$ cat src/rtl/cpu_pkg.sv
// Shared definitions for the CPU core and its serial program loader.
//   bl_state_t      : loader FSM states (BL_CHECK only reachable when
//                     BL_CHECKSUM_EN is defined)
//   uart_rx_state_t : UART receiver FSM states
//   UART_DATA_BITS  : data bits per 8N1 frame
//   UART_IDLE_LEVEL : line level while no frame is in progress
package cpu_pkg;

    typedef enum logic [1:0] {
        BL_IDLE  = 2'd0,
        BL_LOAD  = 2'd1,
        BL_DONE  = 2'd2,
        BL_CHECK = 2'd3
    } bl_state_t;

    typedef enum logic [1:0] {
        RX_IDLE  = 2'd0,
        RX_START = 2'd1,
        RX_DATA  = 2'd2,
        RX_STOP  = 2'd3
    } uart_rx_state_t;

    localparam int   UART_DATA_BITS  = 8;
    localparam logic UART_IDLE_LEVEL = 1'b1;

endpackage

$ cat src/rtl/uart_bootloader_if.sv
// Program-memory write bus between the loader and the CPU program memory.
//   mem_we   : one-cycle write strobe
//   mem_addr : write address (holds last value when mem_we = 0)
//   mem_data : write data    (holds last value when mem_we = 0)
// Modports: master = loader (drives), slave = memory (receives).
interface uart_bootloader_if #(
    parameter int ADDR_W = 4,
    parameter int DATA_W = 7
);
    logic              mem_we;
    logic [ADDR_W-1:0] mem_addr;
    logic [DATA_W-1:0] mem_data;

    modport master (output mem_we, mem_addr, mem_data);
    modport slave  (input  mem_we, mem_addr, mem_data);
endinterface

$ cat src/rtl/uart_rx.sv
// 8N1 UART receiver with a 2-flop input synchroniser.
// Ports:
//   clk_i        : system clock
//   reset_n_i    : synchronous active-low reset
//   rx_i         : asynchronous serial input, idle high
//   byte_o       : last received byte (valid while byte_valid_o = 1)
//   byte_valid_o : one-cycle pulse in the stop-bit sample cycle, stop bit = 1
//   frame_err_o  : one-cycle pulse in the stop-bit sample cycle, stop bit = 0
// Bits are sampled near their middle: the start bit is re-checked
// CLKS_PER_BIT/2 cycles after the falling edge, every later sample follows
// CLKS_PER_BIT cycles after the previous one.
module uart_rx
    import cpu_pkg::*;
#(
    parameter int CLKS_PER_BIT = 1042
) (
    input  logic                      clk_i,
    input  logic                      reset_n_i,
    input  logic                      rx_i,
    output logic [UART_DATA_BITS-1:0] byte_o,
    output logic                      byte_valid_o,
    output logic                      frame_err_o
);
    localparam int CNT_W = $clog2(CLKS_PER_BIT);
    localparam int BIT_W = $clog2(UART_DATA_BITS);
    localparam logic [CNT_W-1:0] HALF_LAST = CNT_W'(CLKS_PER_BIT / 2 - 1);
    localparam logic [CNT_W-1:0] BIT_LAST  = CNT_W'(CLKS_PER_BIT - 1);
    localparam logic [BIT_W-1:0] DATA_LAST = BIT_W'(UART_DATA_BITS - 1);

    logic                      rx_meta_reg;
    logic                      rx_sync_reg;
    logic                      rx_prev_reg;
    uart_rx_state_t            state_reg;
    logic [CNT_W-1:0]          cnt_reg;
    logic [BIT_W-1:0]          bit_reg;
    logic [UART_DATA_BITS-1:0] shift_reg;
    logic                      stop_sample;

    // Outputs are combinational so that the loader can register the write
    // in the very next cycle.
    assign stop_sample  = (state_reg == RX_STOP) && (cnt_reg == BIT_LAST);
    assign byte_valid_o = stop_sample && rx_sync_reg;
    assign frame_err_o  = stop_sample && !rx_sync_reg;
    assign byte_o       = shift_reg;

    always_ff @(posedge clk_i) begin
        if (!reset_n_i) begin
            rx_meta_reg <= UART_IDLE_LEVEL;
            rx_sync_reg <= UART_IDLE_LEVEL;
            rx_prev_reg <= UART_IDLE_LEVEL;
            state_reg   <= RX_IDLE;
            cnt_reg     <= '0;
            bit_reg     <= '0;
            shift_reg   <= '0;
        end else begin
            rx_meta_reg <= rx_i;
            rx_sync_reg <= rx_meta_reg;
            rx_prev_reg <= rx_sync_reg;
            case (state_reg)
                RX_IDLE: begin
                    cnt_reg <= '0;
                    if (rx_prev_reg && !rx_sync_reg) begin
                        state_reg <= RX_START;
                    end
                end
                RX_START: begin
                    if (cnt_reg == HALF_LAST) begin
                        cnt_reg   <= '0;
                        bit_reg   <= '0;
                        // A line already back high was a glitch, not a start bit.
                        state_reg <= rx_sync_reg ? RX_IDLE : RX_DATA;
                    end else begin
                        cnt_reg <= cnt_reg + 1'b1;
                    end
                end
                RX_DATA: begin
                    if (cnt_reg == BIT_LAST) begin
                        cnt_reg   <= '0;
                        shift_reg <= {rx_sync_reg, shift_reg[UART_DATA_BITS-1:1]};
                        bit_reg   <= bit_reg + 1'b1;
                        if (bit_reg == DATA_LAST) begin
                            state_reg <= RX_STOP;
                        end
                    end else begin
                        cnt_reg <= cnt_reg + 1'b1;
                    end
                end
                RX_STOP: begin
                    if (cnt_reg == BIT_LAST) begin
                        cnt_reg   <= '0;
                        state_reg <= RX_IDLE;
                    end else begin
                        cnt_reg <= cnt_reg + 1'b1;
                    end
                end
                default: state_reg <= RX_IDLE;
            endcase
        end
    end
endmodule

$ cat src/rtl/uart_bootloader.sv
// Serial program loader for the 4-bit CPU. While bl_programm_i is high,
// UART bytes are written sequentially into program memory and the CPU is
// held; bl_done_o rises once MEMORY_REGISTERS words have been written.
// Optional feature macro: BL_CHECKSUM_EN -- after the data bytes one more
// byte must equal the 8-bit sum of all data bytes, otherwise bl_error_o is
// set and bl_done_o stays low.
// Ports:
//   clk_i, reset_n_i : clock, synchronous active-low reset
//   bl_programm_i    : asynchronous programming-mode request
//   rx_i             : asynchronous UART input
//   mem              : program-memory write bus (master side)
//   cpu_hold_o       : CPU must not fetch while high
//   bl_done_o        : load complete
//   bl_error_o       : sticky framing / checksum error
module uart_bootloader
    import cpu_pkg::*;
#(
    parameter int CLKS_PER_BIT         = 1042,
    parameter int MEMORY_ADDRESS_WIDTH = 4,
    parameter int MEMORY_REGISTERS     = 16,
    parameter int WORD_WIDTH           = 7
) (
    input  logic                clk_i,
    input  logic                reset_n_i,
    input  logic                bl_programm_i,
    input  logic                rx_i,
    uart_bootloader_if.master   mem,
    output logic                cpu_hold_o,
    output logic                bl_done_o,
    output logic                bl_error_o
);
    localparam int AW = MEMORY_ADDRESS_WIDTH;
    localparam logic [AW-1:0] ADDR_LAST = AW'(MEMORY_REGISTERS - 1);

    logic                      prog_meta_reg;
    logic                      prog_reg;
    bl_state_t                 state_reg;
    logic [AW-1:0]             addr_reg;
    logic                      mem_we_reg;
    logic [AW-1:0]             mem_addr_reg;
    logic [WORD_WIDTH-1:0]     mem_data_reg;
    logic                      done_reg;
    logic                      error_reg;
    logic [UART_DATA_BITS-1:0] rx_byte;
    logic                      byte_valid;
    logic                      frame_err;
`ifdef BL_CHECKSUM_EN
    logic [7:0]                sum_reg;
`else
    // Bits above WORD_WIDTH only matter for the checksum.
    logic                      unused_byte;
    assign unused_byte = &{1'b0, rx_byte};
`endif

    uart_rx #(
        .CLKS_PER_BIT (CLKS_PER_BIT)
    ) u_uart_rx (
        .clk_i        (clk_i),
        .reset_n_i    (reset_n_i),
        .rx_i         (rx_i),
        .byte_o       (rx_byte),
        .byte_valid_o (byte_valid),
        .frame_err_o  (frame_err)
    );

    assign mem.mem_we   = mem_we_reg;
    assign mem.mem_addr = mem_addr_reg;
    assign mem.mem_data = mem_data_reg;
    assign cpu_hold_o   = (state_reg != BL_IDLE);
    assign bl_done_o    = done_reg;
    assign bl_error_o   = error_reg;

    always_ff @(posedge clk_i) begin
        if (!reset_n_i) begin
            prog_meta_reg <= 1'b0;
            prog_reg      <= 1'b0;
            state_reg     <= BL_IDLE;
            addr_reg      <= '0;
            mem_we_reg    <= 1'b0;
            mem_addr_reg  <= '0;
            mem_data_reg  <= '0;
            done_reg      <= 1'b0;
            error_reg     <= 1'b0;
`ifdef BL_CHECKSUM_EN
            sum_reg       <= '0;
`endif
        end else begin
            prog_meta_reg <= bl_programm_i;
            prog_reg      <= prog_meta_reg;
            mem_we_reg    <= 1'b0;
            case (state_reg)
                BL_IDLE: begin
                    if (prog_reg) begin
                        state_reg <= BL_LOAD;
                        addr_reg  <= '0;
                        error_reg <= 1'b0;
`ifdef BL_CHECKSUM_EN
                        sum_reg   <= '0;
`endif
                    end
                end
                BL_LOAD: begin
                    // Abort is checked first so a byte arriving in the same
                    // cycle as the prog fall is never written.
                    if (!prog_reg) begin
                        state_reg <= BL_IDLE;
                    end else if (byte_valid) begin
                        mem_we_reg   <= 1'b1;
                        mem_addr_reg <= addr_reg;
                        mem_data_reg <= rx_byte[WORD_WIDTH-1:0];
                        addr_reg     <= addr_reg + 1'b1;
`ifdef BL_CHECKSUM_EN
                        sum_reg      <= sum_reg + rx_byte;
                        if (addr_reg == ADDR_LAST) state_reg <= BL_CHECK;
`else
                        if (addr_reg == ADDR_LAST) state_reg <= BL_DONE;
`endif
                    end else if (frame_err) begin
                        error_reg <= 1'b1;
                    end
                end
`ifdef BL_CHECKSUM_EN
                BL_CHECK: begin
                    if (!prog_reg) begin
                        state_reg <= BL_IDLE;
                    end else if (byte_valid) begin
                        state_reg <= BL_DONE;
                        done_reg  <= (rx_byte == sum_reg);
                        if (rx_byte != sum_reg) error_reg <= 1'b1;
                    end else if (frame_err) begin
                        state_reg <= BL_DONE;
                        error_reg <= 1'b1;
                    end
                end
`endif
                BL_DONE: begin
                    if (!prog_reg) begin
                        state_reg <= BL_IDLE;
                        done_reg  <= 1'b0;
                    end else begin
`ifndef BL_CHECKSUM_EN
                        done_reg  <= 1'b1;
`endif
                    end
                end
                default: state_reg <= BL_IDLE;
            endcase
        end
    end
endmodule

$ cat src/flat_wrapper.sv
// flat-port wrapper written by rule: the top's interface ports become plain ports
module uart_bootloader_flat import cpu_pkg::*;
#(
    parameter int CLKS_PER_BIT         = 1042,
    parameter int MEMORY_ADDRESS_WIDTH = 4,
    parameter int MEMORY_REGISTERS     = 16,
    parameter int WORD_WIDTH           = 7
)
  (clk_i, reset_n_i, bl_programm_i, rx_i, cpu_hold_o, bl_done_o, bl_error_o, mem_mem_we, mem_mem_addr, mem_mem_data);
  uart_bootloader_if #(.ADDR_W((4)), .DATA_W((7))) mem_i ();
  input  logic clk_i;
  input  logic reset_n_i;
  input  logic bl_programm_i;
  input  logic rx_i;
  output logic cpu_hold_o;
  output logic bl_done_o;
  output logic bl_error_o;
  output wire logic [$bits(mem_i.mem_we)-1:0] mem_mem_we;
  output wire logic [$bits(mem_i.mem_addr)-1:0] mem_mem_addr;
  output wire logic [$bits(mem_i.mem_data)-1:0] mem_mem_data;
  assign mem_mem_we = mem_i.mem_we;
  assign mem_mem_addr = mem_i.mem_addr;
  assign mem_mem_data = mem_i.mem_data;
  uart_bootloader #(.CLKS_PER_BIT(CLKS_PER_BIT), .MEMORY_ADDRESS_WIDTH(MEMORY_ADDRESS_WIDTH), .MEMORY_REGISTERS(MEMORY_REGISTERS), .WORD_WIDTH(WORD_WIDTH)) u_core (.clk_i(clk_i), .reset_n_i(reset_n_i), .bl_programm_i(bl_programm_i), .rx_i(rx_i), .mem(mem_i), .cpu_hold_o(cpu_hold_o), .bl_done_o(bl_done_o), .bl_error_o(bl_error_o));
endmodule
$ cat config.mk
export PLATFORM = sky130hd
export DESIGN_NAME = uart_bootloader_flat
export DESIGN_NICKNAME = d
export VERILOG_FILES = /design/src/rtl/cpu_pkg.sv /design/src/rtl/uart_bootloader_if.sv /design/src/rtl/uart_rx.sv /design/src/rtl/uart_bootloader.sv /design/src/flat_wrapper.sv
export SDC_FILE = /design/constraint.sdc
export NUM_CORES = 1
export LEC_CHECK = 0
export BUFFER_PORTS_ARGS = -buffer_cell sky130_fd_sc_hd__buf_2
export CORE_ASPECT_RATIO = 1.4
export CORE_UTILIZATION = 30
export DETAILED_ROUTE_END_ITERATION = 10
export GPL_TIMING_DRIVEN = 0
export SLEW_MARGIN = 20
export SYNTH_ARGS = -nofsm -noshare
export SYNTH_HDL_FRONTEND = slang
export SYNTH_SLANG_ARGS = --single-unit
$ cat constraint.sdc
create_clock -name clk_i -period 2.4 [get_ports clk_i]
set_input_delay 0.24 -clock clk_i [delete_from_list [all_inputs] [get_ports clk_i]]
set_output_delay 0.24 -clock clk_i [all_outputs]
set_load 0.005 [all_outputs]
# Yosys cells after proc, flatten, opt, wreduce, memory -nomap -nowiden
# Cells that the tools add are included.
# totals
regBits	49
inputBits	4
out_inout_bits	15
word_cells	90
# classes
add_sub_neg	3
eq_ne	22
mux	30
reduce_logical	19
# ops
operator	n
$pmux 11 s3	1
$mux 11	2
$mux 2	11
$mux 4	3
$ne 2x2->1 const B	6
$add 11x1->11 const B	1
$eq 11x10->1 const B	1
$eq 11x11->1 const B	1
$ne 2x1->1 const B	5
$reduce_and 5->1	2
$reduce_and 3->1	3
$pmux 2 s4	1
$pmux 4 s2	1
$reduce_and 4->1	2
$eq 2x2->1 const B	3
$mux 1	6
$mux 3	2
$ne 3x3->1 const B	2
$pmux 2 s3	1
$pmux 3 s2	1
$reduce_bool 2->1	3
$add 4x1->4 const B	1
$eq 2x1->1 const B	2
$eq 4x4->1 const B	1
8 further kinds	12

# Longest topological paths before layout
# Gate-level depths: netlist of the first run.
# logic_depth
ltp_word	7
ltp_mapped	8
mapped_depth_nobuf	6

# Hierarchy
# A second synthesis of the first run with hierarchy kept.
# unflattened
hier_cells	228
area_unflattened_um2	2075.7
# by_module_without_submodules
module	instances	cells_per_inst	area_each_um2	seq_area_each_um2
uart_rx	1	132	1239.9	540.5
uart_bootloader	1	96	835.8	440.4

# Worst setup path before layout of the first run
# Ideal clock, no wire load.
# synth_path
path_type	flip-flop to flip-flop
startpoint	register u_core.u_uart_rx.cnt_reg[7]
endpoint	register u_core.mem_data_reg[2] (netlist: u_core.mem.mem_data[2])
setup_ns	0.072
arrival_ns	1.949
required_ns	2.328
setup_slack_ns	0.380
path_stages_with_launch	7
path_buffers	2
synth_period_minus_slack_ns	2.020
cell_sequence	dfxtp_1 > or4_4 > nor4_4 > and3_1 > buf_4 > buf_12 > mux2i_1
# synth_between
elab_chain_len	4
# synth_rtl
element	line	source
from (decl)	uart_rx.sv:34	logic [CNT_W-1:0] cnt_reg;
from (signal assigned)	uart_rx.sv:73	cnt_reg <= cnt_reg + 1'b1;
from (signal assigned)	uart_rx.sv:85	cnt_reg <= cnt_reg + 1'b1;
from (signal assigned)	uart_rx.sv:93	cnt_reg <= cnt_reg + 1'b1;
$eq 11x11->1	uart_rx.sv:41	assign stop_sample = (state_reg == RX_STOP) && (cnt_reg == BIT_LAST);
$logic_and 1x1->1	uart_rx.sv:41	
$logic_and 1x1->1	uart_rx.sv:42	assign byte_valid_o = stop_sample && rx_sync_reg;
$reduce_and 3->1 (no source line)	--	
to (signal assigned)	uart_bootloader.sv:110	mem_data_reg <= rx_byte[WORD_WIDTH-1:0];
to (decl)	uart_bootloader.sv:41	logic [WORD_WIDTH-1:0] mem_data_reg;
# Every way passes these cells.
# A chain may end at the register's enable or synchronous reset.

# Final worst setup path of the first run
# layout_path
startpoint	register u_core.u_uart_rx.cnt_reg[7]
endpoint	register u_core.u_uart_rx.shift_reg[7] (netlist: u_core.u_uart_rx.byte_o[7])
# layout_between
elab_chain_len	2
# layout_rtl
element	line	source
$eq 11x11->1	uart_rx.sv:77	if (cnt_reg == BIT_LAST) begin
$reduce_and 2->1 (no source line)	--	
to (signal assigned)	uart_rx.sv:79	shift_reg <= {rx_sync_reg, shift_reg[UART_DATA_BITS-1:1]};
to (decl)	uart_rx.sv:36	logic [UART_DATA_BITS-1:0] shift_reg;
# Every way passes these cells.

==> results of run 1 <==
==> placed cells by master, fill, tap and decap left out, drive strengths merged, types with 2 or more instances in the layout <==
| master | count |
|---|---|
| nand2b | 6 |
| nor4 | 2 |
| mux2i | 24 |
| nor2b | 3 |
| nand3b | 2 |
| clkbuf | 11 |
| or4 | 3 |
| inv | 6 |
| o221ai | 2 |
| nand4 | 5 |
| nor3 | 2 |
| buf | 23 |
| xor2 | 8 |
| dfxtp | 49 |
| nand3 | 11 |
| nand4b | 2 |
| ha | 6 |
| nand2 | 36 |
| and2 | 4 |
| and3 | 6 |
| bufinv | 2 |
| a31oi | 3 |
| nor3b | 4 |
| nor2 | 14 |
==> critical path, cell delays in order, from the launching register on <==
cell and delay, ns:
dfxtp_1 0.35, or4_4 0.59, nor4b_2 0.44, nand2_1 0.39, mux2i_1 0.20
==> path summary, 6_finish.rpt <==
path,depth (start not counted),slack (ns),from,endpoint
min reg2reg,1,0.42,u_core.u_uart_rx.rx_meta_reg$_SDFF_PN1_,u_core.u_uart_rx.rx_sync_reg$_SDFF_PN1_
max reg2reg,4,0.30,u_core.u_uart_rx.cnt_reg[7]$_SDFF_PN0_,u_core.u_uart_rx.byte_o[7]$_SDFFE_PN0P_
min,2,0.11,rx_i,u_core.u_uart_rx.rx_meta_reg$_SDFF_PN1_
max,4,0.30,u_core.u_uart_rx.cnt_reg[7]$_SDFF_PN0_,u_core.u_uart_rx.byte_o[7]$_SDFFE_PN0P_
==> per-layer routing <==
metal / vias up / track usage (%)
met5: - / 0
met4: 0 / 5.77
met3: 5 / 2.99
met2: 36 / 20.9
met1: 752 / 14.4
li1: 825 / -
==> stage by stage <==
| stage | util, % | hold slack [ns] |
|---|---|---|
| final | 35.9 | 0.112 |
| after global placement | 33.7 | 0.395 |
| after CTS | 35.7 | 0.113 |
| after global routing | 35.9 | 0.138 |
| after detailed placement | 33.7 | 0.396 |
| after floorplan | - | 0.341 |
==> power by group <==
group          total, mW  internal [mW]  switching, mW
Clock              0.706          0.419          0.286
Sequential         0.823          0.818        0.00490
Combinational     0.0355         0.0108         0.0248
==> cell families (layout without fill, tap and decap cells) <==
kind of cell	Yosys count	in the layout	synth area share [%]
xor+xnor	9	9	3.69
mux	24	24	11.3
simple gates	107	107	27.3
fa+ha+maj	6	6	3.52
flops	49	49	46.0
buf+inv	15	42	3.63
compound gates	13	13	4.63
==> layout make-up <==
| class | instances | area, µm² | area share [%] |
|---|---|---|---|
| Multi-Input combinational cell | 159 | 1080 | 43.2 |
| Sequential cell | 49 | 981 | 39.4 |
| Tap cell | 95 | 119 | 4.77 |
| Timing Repair Buffer | 19 | 100 | 4.02 |
| Clock buffer | 5 | 68.8 | 2.76 |
| Clock inverter | 3 | 68.8 | 2.76 |
| Buffer | 10 | 58.8 | 2.36 |
| Inverter | 5 | 18.8 | 0.753 |
==> impl_metrics.env, run 1 <==
export IMPL_status="complete, no violations"
export IMPL_drive_gt1_share_pct=14.4
export IMPL_period_share_pct=87.5
export IMPL_synth_cell_types=44
export IMPL_drt_pass1_iter_count=4
export IMPL_power_total_mw=1.56
export IMPL_final_nets=259
export IMPL_fill_cells=733
export IMPL_synth_seq_cells=49
export IMPL_setup_tns_ns=0
export IMPL_initial_core_util_pct=30.8
export IMPL_setup_ws_ns=0.301
export IMPL_wirelength_um=4090
export IMPL_hp_class="input port to flip-flop"
export IMPL_holdBufCountCts=0
export IMPL_die_h_um=102
export IMPL_ir_drop_uv=259
export IMPL_slew_viol_final=0
export IMPL_maxSlewHeadroom_pct=65.4
export IMPL_gp_congestion=0.789
export IMPL_grt_overflow=0
export IMPL_synthArstFlopShare_pct=0
export IMPL_max_clock_path_buffers=2
export IMPL_clock_fmax_mhz=476
export IMPL_timing_hold_violations_final=0
export IMPL_synth_edf_count=0
export IMPL_clock_sinks=49
export IMPL_rsz0062_at_grt="no"
export IMPL_cts_repair_resized=0
export IMPL_worstMarginPinSlew_ns=0.518
export IMPL_core_area_um2=6940
export IMPL_cp_max_fo=8
export IMPL_clock_root_buffer="clkbuf_8"
export IMPL_top_layer="met4"
export IMPL_syn_area_um2=2130
export IMPL_post_cts_buffers=0
export IMPL_yosysTopAreaCellShare_pct=46.0
export IMPL_worstSetupPathType="flip-flop to flip-flop"
export IMPL_io_buffer_count=17
export IMPL_met3_length_um=172
export IMPL_grt_max_degree=17
export IMPL_dp_slack_ns=0.109
export IMPL_syn_avg_cell_area_um2=9.57
export IMPL_postLayoutCellArea_um2=2490
export IMPL_largest_reg_flops=11
export IMPL_cp_required_ns=2.58
export IMPL_layout_cells_non_filler=345
export IMPL_drc=0
export IMPL_yosysTopAreaCell="dfxtp_1"
export IMPL_dp_cells=335
export IMPL_drt_iter0_drc=114
export IMPL_viasPerCell=4.69
export IMPL_synth_commonest_cells="dfxtp_1 (49), nand2_1 (36), mux2i_1 (24), nor2_1 (14), nand3_1 (11)"
export IMPL_power_density_nw_per_um2=628
export IMPL_n_antenna_cell=0
export IMPL_clk_latency_ns=0.31
export IMPL_post_dp_hpwl_um=2950
export IMPL_cap_viol_max_count=0
export IMPL_route_antenna_remaining_nets=0
export IMPL_clk_pin_slew_ns=0.09
export IMPL_synth_most_common_cell="dfxtp_1"
export IMPL_startpoint_type="flip-flop"
export IMPL_fp_dieW_um=73.3
export IMPL_syn_inst=223
export IMPL_num_io_pins=19
export IMPL_cts_htree_levels=2
export IMPL_area_growth_pct=16.7
export IMPL_routed_wl_met2_um=2020
export IMPL_cts_buffers=5
export IMPL_synth_top_cells_by_area="dfxtp_1 (46%), mux2i_1 (11%), nand2_1 (6.3%)"
export IMPL_fin_crit_ns=2.10
export IMPL_ys_seq_area_share_pct=46.0
export IMPL_total_leakage_power_nw=0.982
export IMPL_end_kind="flip-flop"
export IMPL_avgRoutedWirePerCell_um=11.8
export IMPL_rows=36
export IMPL_grt_usage_pct=12.3
export IMPL_grt_pass1_wl_um=6980
export IMPL_antenna_found_initial=0
export IMPL_finClkSkew_ns=0.00816
export IMPL_synth_flop_cell="dfxtp_1"
export IMPL_die_area_um2=7460
export IMPL_dpl_cell_area_um2=2340
export IMPL_first_global_vias=1509
export IMPL_ys_warn_count=0
export IMPL_setup_viol=0
export IMPL_cts_tree="built"
export IMPL_cp_arrival_ns=2.28
export IMPL_wl_met1_um=1810
export IMPL_routed_via_count=1618
export IMPL_syn_nets=233
Power figures use the tool's default switching activity.
==> run 2, diff against run 1 <==
--- a/config.mk
+++ b/config.mk
@@ -8,6 +8,7 @@
 export BUFFER_PORTS_ARGS = -buffer_cell sky130_fd_sc_hd__buf_2
 export CORE_ASPECT_RATIO = 1.4
 export CORE_UTILIZATION = 30
+export CTS_BUF_LIST = sky130_fd_sc_hd__clkbuf_4
 export DETAILED_ROUTE_END_ITERATION = 10
 export GPL_TIMING_DRIVEN = 0
 export SLEW_MARGIN = 20
==> run 2 against run 1 <==
Via count decreased by 0.12%. Total power is 6.6% lower. Cell area down 1.3%. Global-route usage is 0.21 points lower. Die area did not move. Critical endpoint unchanged.
==> impl_metrics.env, run 2 (same netlist as run 1, synthesis figures left out) <==
export IMPL_grt_max_degree=17
export IMPL_cts_htree_levels=2
export IMPL_finClkSkew_ns=0.0147
export IMPL_layout_cells_non_filler=345
export IMPL_hp_class="input port to flip-flop"
export IMPL_multi_input_area_um2=1080
export IMPL_drt_iter0_drc=96
export IMPL_antenna_found_initial=0
export IMPL_setup_viol=0
export IMPL_die_h_um=102
export IMPL_gp_congestion=0.789
export IMPL_final_common_cell="dfxtp_1"
export IMPL_period_share_pct=88.8
export IMPL_whs_ns=0.0455
export IMPL_most_common_layout_cells="dfxtp_1 (49), nand2_1 (36), mux2i_1 (24)"
export IMPL_maxSlewHeadroom_pct=65.6
export IMPL_p_comb_share_pct=2.4
export IMPL_drc=0
export IMPL_switching_power_mw=0.303
export IMPL_grt_usage_pct=12.1
export IMPL_clock_root_buffer="clkbuf_4"
export IMPL_cp_max_fo=8
export IMPL_rsz0062_at_grt="no"
export IMPL_clk_pin_slew_ns=0.14
export IMPL_clock_sinks=49
export IMPL_first_global_vias=1506
export IMPL_cts_repair_resized=0
export IMPL_cts_buffers=5
export IMPL_area_growth_pct=15.2
export IMPL_total_leakage_power_nw=0.969
export IMPL_fill_cells=736
export IMPL_grt_pass1_wl_um=6970
export IMPL_cts_tree="built"
export IMPL_grt_overflow=0
export IMPL_power_density_nw_per_um2=594
export IMPL_final_nets=259
export IMPL_power_total_mw=1.46
export IMPL_power_frac_seq_pct=56.4
export IMPL_initial_core_util_pct=30.8
export IMPL_holdBufCountCts=0
export IMPL_slew_viol_final=0
export IMPL_fin_crit_ns=2.13
export IMPL_io_buffer_count=17
export IMPL_fp_dieW_um=73.3
export IMPL_status="complete, no violations"
export IMPL_avgRoutedWirePerCell_um=11.9
export IMPL_end_kind="flip-flop"
export IMPL_netSwitchingFraction_pct=20.7
export IMPL_max_clock_path_buffers=2
export IMPL_clockPowerShare_pct=41.2
export IMPL_setup_tns_ns=0
export IMPL_routed_via_count=1616
export IMPL_regArea_um2=981
export IMPL_route_antenna_remaining_nets=0
export IMPL_wirelength_um=4120
export IMPL_post_cts_buffers=0
export IMPL_timing_hold_violations_final=0
export IMPL_cp_required_ns=2.66
export IMPL_dp_cells=335
export IMPL_clock_fmax_mhz=469
export IMPL_die_area_um2=7460
export IMPL_n_antenna_cell=0
export IMPL_clk_latency_ns=0.38
export IMPL_startpoint_type="flip-flop"
export IMPL_num_io_pins=19
export IMPL_viasPerCell=4.68
export IMPL_drive_gt1_share_pct=14.4
export IMPL_cp_arrival_ns=2.39
export IMPL_rows=36
export IMPL_largest_reg_flops=11
export IMPL_worstSetupPathType="flip-flop to flip-flop"
export IMPL_ir_drop_uv=232
export IMPL_post_dp_hpwl_um=2950
export IMPL_core_area_um2=6940
export IMPL_internal_power_mw=1.16
export IMPL_cap_viol_max_count=0
export IMPL_drt_pass1_iter_count=4
export IMPL_worstMarginPinSlew_ns=0.515
## run 2: area by class of cell
class                           count  share of cell area [%]
Inverter                            5                   0.763
Clock buffer                        5                    1.53
Clock inverter                      3                    2.80
Timing Repair Buffer               19                    4.07
Multi-Input combinational cell    159                    43.7
Buffer                             10                    2.39
Sequential cell                    49                    39.9
Tap cell                           95                    4.83
## run 2: path summary, 6_finish.rpt
check                                                              from                                      end  slack [ns]  depth (start not counted)
worst min-delay path                                               rx_i  u_core.u_uart_rx.rx_meta_reg$_SDFF_PN1_        0.05                          2
worst min register to register  u_core.u_uart_rx.rx_meta_reg$_SDFF_PN1_  u_core.u_uart_rx.rx_sync_reg$_SDFF_PN1_        0.43                          1
worst max-delay path             u_core.u_uart_rx.cnt_reg[7]$_SDFF_PN0_  u_core.u_uart_rx.byte_o[7]$_SDFFE_PN0P_        0.27                          4
worst max register to register   u_core.u_uart_rx.cnt_reg[7]$_SDFF_PN0_  u_core.u_uart_rx.byte_o[7]$_SDFFE_PN0P_        0.27                          4
## run 2: stage by stage
step	cell area, µm²	worst slack (ns)	utilization [%]
after floorplan	2130	0.380	-
after global placement	2340	0.143	33.7
after detailed placement	2340	0.109	33.7
after CTS	2440	0.0703	35.2
after global routing	2460	0.110	35.5
final	2460	0.268	35.5
## run 2: power by group through the flow
stage	Combinational (mW)	Clock [mW]	Sequential (mW)
floorplan	0.0243	0	0.840
global placement	0.0351	0	0.842
detailed placement	0.0359	0	0.842
CTS	0.0360	0.618	0.824
global route	0.0406	0.650	0.825
finish	0.0355	0.601	0.824
## run 2: critical path, cell delays in order, from the launching register on
cell and delay [ns]:
dfxtp_1 0.36, or4_4 0.59, nor4b_2 0.46, nand2_1 0.40
mux2i_1 0.21
## run 2: layer usage
layer	track usage [%]	share of wire (%)
met1	14.3	46
met2	20.9	49
met3	2.99	4.1
met4	4.44	1.7
met5	0	0
